[config.mk]
export PLATFORM = sky130hd
export DESIGN_NAME = snek_ctrl
export DESIGN_NICKNAME = d
export VERILOG_FILES = /design/src/rtl/snek_ctrl.sv
export SDC_FILE = /design/constraint.sdc
export NUM_CORES = 1
export LEC_CHECK = 0
export CAP_MARGIN = 20
export CORE_ASPECT_RATIO = 1.1
export CORE_MARGIN = 1
export CORE_UTILIZATION = 48
export CTS_CLUSTER_SIZE = 20
export DETAILED_ROUTE_END_ITERATION = 6
export PLACE_DENSITY = 0.8
export SYNTH_ARGS = -nofsm -noshare
export SYNTH_HDL_FRONTEND = slang
export SYNTH_SLANG_ARGS = --single-unit
[constraint.sdc]
create_clock -name frame_clk -period 2.4 [get_ports frame_clk]
set_input_delay 0.36 -clock frame_clk [delete_from_list [all_inputs] [get_ports frame_clk]]
set_output_delay 0.36 -clock frame_clk [all_outputs]
set_load 0.05 [all_outputs]
[src/rtl/snek_ctrl.sv]
// snek_ctrl: game controller that runs ahead of the snake body generator.
// It runs the SPLASH/PLAY/OVER state machine and latches the player direction.
// It also places food from a 16-bit LFSR, detects eating, pulses grow_flag,
// keeps the score, drives run and pulses snek_rst when the game restarts.
// Optional build macro: SNEK_SPEED_STEP_EN. When it is defined, run pulses
// once every max(STEP_MIN, STEP_DIV - score/4) frames instead of being a level.
module snek_ctrl #(
  parameter int          MAXLEN    = 16,
  parameter logic [15:0] LFSR_SEED = 16'hACE1,
  parameter int          STEP_DIV  = 8,
  parameter int          STEP_MIN  = 2
) (
  input  logic       frame_clk,
  input  logic       rst,
  input  logic       btn_start,
  input  logic       btn_left,
  input  logic       btn_right,
  input  logic       btn_down,
  input  logic       btn_up,
  input  logic [5:0] head_h,
  input  logic [5:0] head_v,
  input  logic [7:0] body_counter,
  input  logic       dead,
  output logic [2:0] dir,
  output logic       grow_flag,
  output logic       run,
  output logic       snek_rst,
  output logic [5:0] food_h,
  output logic [5:0] food_v,
  output logic [7:0] score,
  output logic [1:0] game_state
);

  typedef enum logic [1:0] {
    ST_SPLASH = 2'd0,
    ST_PLAY   = 2'd1,
    ST_OVER   = 2'd2
  } state_e;

  localparam logic [2:0] DIR_HOLD = 3'd4;

  state_e      state_q, state_d;
  logic [2:0]  dir_q, dir_d;
  logic        grow_q, grow_d;
  logic        run_q, run_d;
  logic        snek_rst_q, snek_rst_d;
  logic [5:0]  food_h_q, food_h_d;
  logic [5:0]  food_v_q, food_v_d;
  logic [7:0]  score_q, score_d;
  logic [15:0] lfsr_q, lfsr_d;
  logic        start_q, start_d;

  logic        start_rise;
  logic        eat;
  logic        btn_any;
  logic [2:0]  btn_dir;
  logic [4:0]  raw_v;
  logic [5:0]  cand_h;
  logic [5:0]  cand_v;

`ifdef SNEK_SPEED_STEP_EN
  logic [7:0]  step_q, step_d;
  logic [7:0]  step_n;
`endif

  assign start_rise = btn_start & ~start_q;
  assign eat        = (head_h == food_h_q) & (head_v == food_v_q) & ~dead;

  // Register every piece of state; rst restores the power-on values
  always_ff @(posedge frame_clk) begin
    if (rst) begin
      state_q    <= ST_SPLASH;
      dir_q      <= DIR_HOLD;
      grow_q     <= 1'b0;
      run_q      <= 1'b0;
      snek_rst_q <= 1'b0;
      food_h_q   <= 6'd5;
      food_v_q   <= 6'd5;
      score_q    <= 8'd0;
      lfsr_q     <= LFSR_SEED;
      start_q    <= 1'b0;
    end else begin
      state_q    <= state_d;
      dir_q      <= dir_d;
      grow_q     <= grow_d;
      run_q      <= run_d;
      snek_rst_q <= snek_rst_d;
      food_h_q   <= food_h_d;
      food_v_q   <= food_v_d;
      score_q    <= score_d;
      lfsr_q     <= lfsr_d;
      start_q    <= start_d;
    end
  end

  // Next game state from the start edge and the generator's dead flag
  always_comb begin
    state_d = state_q;
    case (state_q)
      ST_SPLASH: begin
        if (start_rise) state_d = ST_PLAY;
        else            state_d = ST_SPLASH;
      end
      ST_PLAY: begin
        if (dead) state_d = ST_OVER;
        else      state_d = ST_PLAY;
      end
      ST_OVER: begin
        if (start_rise) state_d = ST_SPLASH;
        else            state_d = ST_OVER;
      end
      default: state_d = ST_SPLASH;
    endcase
  end

  // Free-running LFSR and the food candidate derived from it
  always_comb begin
    lfsr_d  = {lfsr_q[14:0], lfsr_q[15] ^ lfsr_q[13] ^ lfsr_q[12] ^ lfsr_q[10]};
    start_d = btn_start;
    raw_v   = lfsr_q[12:8];
    cand_h  = {1'b0, lfsr_q[4:0]};
    if (raw_v < 5'd24) cand_v = {1'b0, raw_v};
    else               cand_v = {1'b0, raw_v - 5'd8};
    // Never drop food directly on the head; nudge one column right instead
    if ((cand_h == head_h) && (cand_v == head_v)) cand_h = {1'b0, cand_h[4:0] + 5'd1};
    else                                          cand_h = cand_h;
  end

  // Pick one direction button with priority left > right > down > up
  always_comb begin
    btn_any = 1'b1;
    btn_dir = DIR_HOLD;
    if      (btn_left)  btn_dir = 3'd0;
    else if (btn_right) btn_dir = 3'd1;
    else if (btn_down)  btn_dir = 3'd2;
    else if (btn_up)    btn_dir = 3'd3;
    else                btn_any = 1'b0;
  end

`ifdef SNEK_SPEED_STEP_EN
  // Frames per step shrink by one every four apples, floored at STEP_MIN
  always_comb begin
    if (({2'b00, score_q[7:2]} + 8'(STEP_MIN)) >= 8'(STEP_DIV)) step_n = 8'(STEP_MIN);
    else                                                         step_n = 8'(STEP_DIV) - {2'b00, score_q[7:2]};
  end

  // Step counter: restarts on PLAY entry and after each step pulse
  always_ff @(posedge frame_clk) begin
    if (rst) step_q <= 8'd0;
    else     step_q <= step_d;
  end
`endif

  // Registered outputs: direction, food, score, grow, run and snek_rst
  always_comb begin
    dir_d      = dir_q;
    grow_d     = 1'b0;
    snek_rst_d = 1'b0;
    food_h_d   = food_h_q;
    food_v_d   = food_v_q;
    score_d    = score_q;
    case (state_q)
      ST_SPLASH: begin
        dir_d = DIR_HOLD;
        if (start_rise) begin
          score_d  = 8'd0;
          food_h_d = cand_h;
          food_v_d = cand_v;
        end else begin
          score_d = score_q;
        end
      end
      ST_PLAY: begin
        if (dead) begin
          dir_d = DIR_HOLD;
        end else begin
          // Reject an exact reversal; dir=4 never matches since bit 2 is set
          if (btn_any && (dir_q != {1'b0, btn_dir[1], ~btn_dir[0]})) dir_d = btn_dir;
          else                                                        dir_d = dir_q;
          if (eat) begin
            if (score_q != 8'd255) score_d = score_q + 8'd1;
            else                   score_d = score_q;
            food_h_d = cand_h;
            food_v_d = cand_v;
            grow_d   = (body_counter < 8'(MAXLEN));
          end else begin
            grow_d = 1'b0;
          end
        end
      end
      ST_OVER: begin
        dir_d      = DIR_HOLD;
        snek_rst_d = start_rise;
      end
      default: begin
        dir_d = DIR_HOLD;
      end
    endcase
  end

`ifdef SNEK_SPEED_STEP_EN
  // Gated run: one pulse every step_n frames while staying in PLAY
  always_comb begin
    run_d  = 1'b0;
    step_d = 8'd0;
    if ((state_q == ST_PLAY) && (state_d == ST_PLAY)) begin
      if (step_q >= (step_n - 8'd1)) begin
        run_d  = 1'b1;
        step_d = 8'd0;
      end else begin
        step_d = step_q + 8'd1;
      end
    end else begin
      step_d = 8'd0;
    end
  end
`else
  // Ungated run: a level that follows the PLAY state
  always_comb begin
    run_d = (state_d == ST_PLAY);
  end
`endif

  assign dir        = dir_q;
  assign grow_flag  = grow_q;
  assign run        = run_q;
  assign snek_rst   = snek_rst_q;
  assign food_h     = food_h_q;
  assign food_v     = food_v_q;
  assign score      = score_q;
  assign game_state = state_q;

endmodule

=== Word-level counts from Yosys, hierarchy flattened ===
Index checks and enable logic that the tools add are counted.

* Bits in registers: 45
* Input port bits: 28
* Output and inout port bits: 28
* Logic and storage cells: 76

* Add/subtract/negate cells: 3
* $lt $le $gt $ge: 2
* Equal/unequal tests: 13
* Multiplexer cells: 27
* Bitwise operators: 12
* Reduce and logical (&&, ||, !) cells: 9

{| class="wikitable"
|+ Operators with widths
! cell !! number
|-
| 6-bit 2-to-1 mux || 6
|-
| 8-bit 2-to-1 mux || 4
|-
| 6-bit one-hot mux with 2 select lines || 2
|-
| 6-bit == test || 3
|-
| 8-bit one-hot mux with 2 select lines || 1
|-
| 3-bit 2-to-1 mux || 4
|-
| 5-bit 2-to-1 mux || 2
|-
| 8-bit by 1-bit adder with 8-bit output, second input constant || 1
|-
| 8-bit by 5-bit less-than comparator with 1-bit output, second input constant || 1
|-
| 2-bit != test, second input constant || 4
|-
| 8-bit != test, second input constant || 1
|-
| 5-bit by 6-bit == test with 1-bit output || 1
|-
| 1-bit NOT || 6
|-
| 2-bit one-hot mux with 3 select lines || 1
|-
| 5-bit by 1-bit adder with 5-bit output, second input constant || 1
|-
| 5-bit less-than comparator, second input constant || 1
|-
| 1-bit 2-to-1 mux || 5
|-
| 5-bit AND reduction || 1
|-
| 5-bit by 4-bit subtractor with 5-bit output, second input constant || 1
|-
| 2-bit by 1-bit == test with 1-bit output, second input constant || 2
|-
| 2-bit 2-to-1 mux || 2
|-
| 4-bit AND reduction || 1
|-
| 4-bit OR reduction || 1
|-
| 1-bit bitwise AND || 3
|-
| other kinds (8) || 11
|}

=== Logic depth before layout (Yosys ltp) ===
* Depth after elaboration: 8
* Depth in mapped cells: 7

=== Least setup slack after synthesis ===
No wires, ideal clock.

* Path kind: register to register
* Start: register state_q[0] (netlist: game_state[0])
* End: register food_h_q[2] (netlist: food_h[2])
* Library setup time: 0.147 ns
* Data arrival time: 2.040 ns
* Data required time: 2.253 ns
* Setup slack: 0.213 ns
* Cell stages (with the launch flop): 7
* Path buffers: 1
* Clock period less this slack: 2.187 ns
* Cell sequence: dfxtp_1 or3b_1 nor4_1 a31oi_1 buf_6 nor4_1 a2111oi_2

* Longest elaborated chain between the ends: 3
* Elaborated cells between the ends (all ways): 8
* Classes of those cells: eq/ne (4); mux (1); reduce/logical (3)

{| class="wikitable"
|+ RTL lines
! element !! line !! source
|-
| start, declared || 42 || <nowiki>state_e state_q, state_d;</nowiki>
|-
| start signal, assigned || 83 || <nowiki>state_q <= state_d;</nowiki>
|-
| 2-bit by 1-bit == test with 1-bit output or 2-bit zero test (tied branches) || 162 || <nowiki>case (state_q)</nowiki>
|-
| 2-bit != test (no line) or 2-bit nonzero test (tied branches) || -- ||
|-
| 4-bit AND reduction (no line) || -- ||
|-
| end signal, assigned || 88 || <nowiki>food_h_q <= food_h_d;</nowiki>
|-
| end, declared || 47 || <nowiki>logic [5:0] food_h_q, food_h_d;</nowiki>
|}

Several ways; a longest one is shown, not always the timed one.
A chain may end at the register's enable or synchronous reset.

=== Worst setup path after layout ===
* Start: input head_h[5]
* End: register food_h_q[3] (netlist: food_h[3])

* Longest elaborated chain between the ends: 6
* Elaborated cells between the ends (all ways): 12
* Classes of those cells: eq/ne (3); mux (5); bitwise (2); reduce/logical (2)

{| class="wikitable"
|+ RTL lines
! element !! line !! source
|-
| start, declared || 20 || <nowiki>input logic [5:0] head_h,</nowiki>
|-
| 5-bit by 6-bit == test with 1-bit output || 125 || <nowiki>if ((cand_h == head_h) && (cand_v == head_v)) cand_h = {1'b0, cand_h[4:0] + 5'd1};</nowiki>
|-
| 1-bit logical AND || 125 ||
|-
| 5-bit 2-to-1 mux || 125 ||
|-
| 6-bit 2-to-1 mux || 180 || <nowiki>if (eat) begin</nowiki>
|-
| 6-bit 2-to-1 mux || 174 || <nowiki>if (dead) begin</nowiki>
|-
| 6-bit one-hot mux with 2 select lines || 162 ||
|}

Several ways; a longest one is shown, not always the timed one. The select of a mux whose other input is x is not followed.

==> metrics.cfg <==
[outcome]
status = completed

[placement]
place.port_buffers = 49
dp_slack_ps = -23.5
place_inst = 334
dpl-instance-area_sq_mm = 0.00268
dp_hpwl_mm = 3.64
place_congestion = 0.907

[drt]
first_iter_violations = 98
wl_mm = 4.76
antenna_left = 0
drc_errors = 0
via_count = 1848
drt_pass1_iterations = 4
drt-vias-per-instance = 5.40
wire_per_inst_um = 13.9

[logic_synthesis]
synth_edf_count = 0
synth_area_leaders = dfxtp_1 41%, xor2_1 8.4%, nor2_1 3.1%, nor2b_1 3.0%, nor4_1 2.7%
synthCells = 230
syn_area_sq_mm = 0.00209
ys_ff_latch = 43
synth_ff_type = dfxtp_1
synth_top_cell_area_share_pct = 41.2
syn_area_per_cell_sq_um = 9.07
ys_types = 54
yosysSeqAreaShare_pct = 41.2
yosysWarnings = 0
synth_top_area_cell = dfxtp_1
ys_async_sr_fraction_pct = 0

[clocking]
ctsResizeCount = 0
cts_sinks = 43
clk-insertion-delay-late_ps = 290
cts-root-buf = clkbuf_8
postCtsSetupBuffers = 0
clkSlewWorstSetupHoldPaths_ps = 80
h-tree-depth = 2
holdBufCountCts = 0
cts_tree = built
cts_buffers = 5
cts_max_path_buffers = 2

[global_route]
antenna_found_initial = 0
gr-total-overflow = 0
grt_pass1_wl_mm = 7.74
track_usage_pct = 21.5
grt_max_degree = 27
grt_pass1_vias = 1784

[power_and_ir_drop]
power.share.clock_pct = 36.6
power.leakage_nw = 1.09
p_comb_share_pct = 19.5
swShare_pct = 26.4
p_switching_uw = 473
p_int_mw = 1.32
seqPwrFrac_pct = 44.0
power_density_mw_per_mm2 = 637
ir_drop_v = 0.000463

[finish]
layout_commonest_cell = clkdlybuf4s50_1
fill_cells = 326
final_cell_mix = 49 x clkdlybuf4s50_1, 43 x dfxtp_1, 20 x xor2_1, 17 x nor2_1, 12 x buf_4
fin_cells = 342
drive_gt1_share_pct = 11.4
regArea_sq_um = 861
multi_input_area_sq_mm = 0.00114
final_cell_area_sq_mm = 0.00281
layout-area-overhead-vs-synth_pct = 34.8
nNetsFinal = 319
diodes = 0

[setup_path]
worstPathRequired_ps = 2570
crit_path_start_kind = input port
end_kind = flip-flop
critPathMaxFanout = 12
crit_arrival_ps = 2350
worstSetupPathType = input port to flip-flop

[sta]
relSlewSlack_pct = 67.3
finalCritPeriodShare_pct = 90.9
min_period_ps = 2180
hold_ws_ps = 418
rsz0062_at_grt = no
tightest_slew_ps = 479
drv_slew = 0
clock.fmax_mhz = 458
finClkSkew_ps = 5.50
setup_viol = 0
hold_viol_final = 0
setup_ws_ps = 218
setup_tns_ps = 0

[die]
core_sq_mm = 0.00405
die_h_um = 71.2
die-area_sq_mm = 0.00462
num_rows = 24
die_w_um = 64.9
io_pins = 56
initial_core_util_pct = 51.5

[job]
drv_cap = 0

[hold_path]
holdCritPathClass = flip-flop to flip-flop

-- per-layer routing --
metal	GRT usage [%]	routed length (um)	vias to the layer above
li1	-	-	939
met1	25.7	2130	842
met2	38.0	2300	59
met3	4.35	259	8
met4	6.91	73	0
met5	0	0	-
-- cell families (layout without fill, tap and decap cells) --
family | count (synthesis) | in the layout | share of synthesized area, %
simple gates | 96 | 96 | 26.1
compound gates | 46 | 46 | 16.7
flops | 43 | 43 | 41.2
xor+xnor | 22 | 22 | 9.23
buf+inv | 18 | 77 | 4.38
fa+ha+maj | 2 | 2 | 1.20
mux | 2 | 2 | 0.959
other cells | 1 | 2 | 0.180
-- synth_stat cells (all sizes together), types with 2 or more instances --
master   count
dfxtp       43
a21oi        4
nor3         8
o31a         2
nor2        17
or3          2
a2111oi      3
clkbuf       5
or3b         4
nand4        3
mux2i        2
ha           2
nor2b       10
buf          5
a31oi        6
nand2        7
xor2        20
nand3b       2
nor3b        3
o211ai       2
o22ai        2
and3         5
inv          7
a32oi        2
o21a         2
nand2b       6
o21ai        7
xnor2        2
nand3        8
a21o         3
or2          9
a211o        2
o211a        2
nor4        10
-- final timing paths --
path / start / endpoint / slack (ps) / cells after the start
setup / recovery: head_h[5] / food_h[3] / 220 / 8
hold / removal: lfsr_q[6] / lfsr_q[7] / 420 / 1
hold reg to reg: lfsr_q[6] / lfsr_q[7] / 420 / 1
setup reg to reg: lfsr_q[4] / food_h[2] / 490 / 6
-- sequential cells by signal, indices dropped and copies added, names as in the netlist --
name and count:
dir 3, start_q 1, score 8, lfsr_q 16
game_state 2, run 1, grow_flag 1, snek_rst 1
food_v 5, food_h 5
-- per-stage QoR --
stage                     utilization [%]  power, mW
after detailed placement             66.1       1.15
after global routing                 69.4       1.86
final                                69.4       1.79
after CTS                            69.4       1.80
after floorplan                         -       1.02
after global placement               66.1       1.14
-- power by group through the flow --
| stage | clock, mW | sequential (mW) | combinational, mW |
|---|---|---|---|
| after floorplan | 0 | 0.861 | 0.158 |
| after detailed placement | 0 | 0.804 | 0.345 |
| after global placement | 0 | 0.804 | 0.338 |
| after global routing | 0.699 | 0.793 | 0.371 |
| final | 0.655 | 0.787 | 0.348 |
| after CTS | 0.667 | 0.787 | 0.348 |
-- cell type report --
type | count | share of cell area, %
inverters | 8 | 1.07
flip-flops and latches | 43 | 30.6
clock buffers | 6 | 2.58
well taps | 52 | 2.31
clock inverters | 2 | 2.13
multi-input cells | 170 | 40.7
repair buffers | 61 | 20.6
-- critical path: stages --
cell	delay [ps]
clkdlybuf4s50_1	430
or3_1	410
nor4_1	300
buf_4	170
a31oi_2	120
buf_4	240
a31oi_1	230
a221oi_2	90
Note: power is estimated with default switching activity, not from simulation.
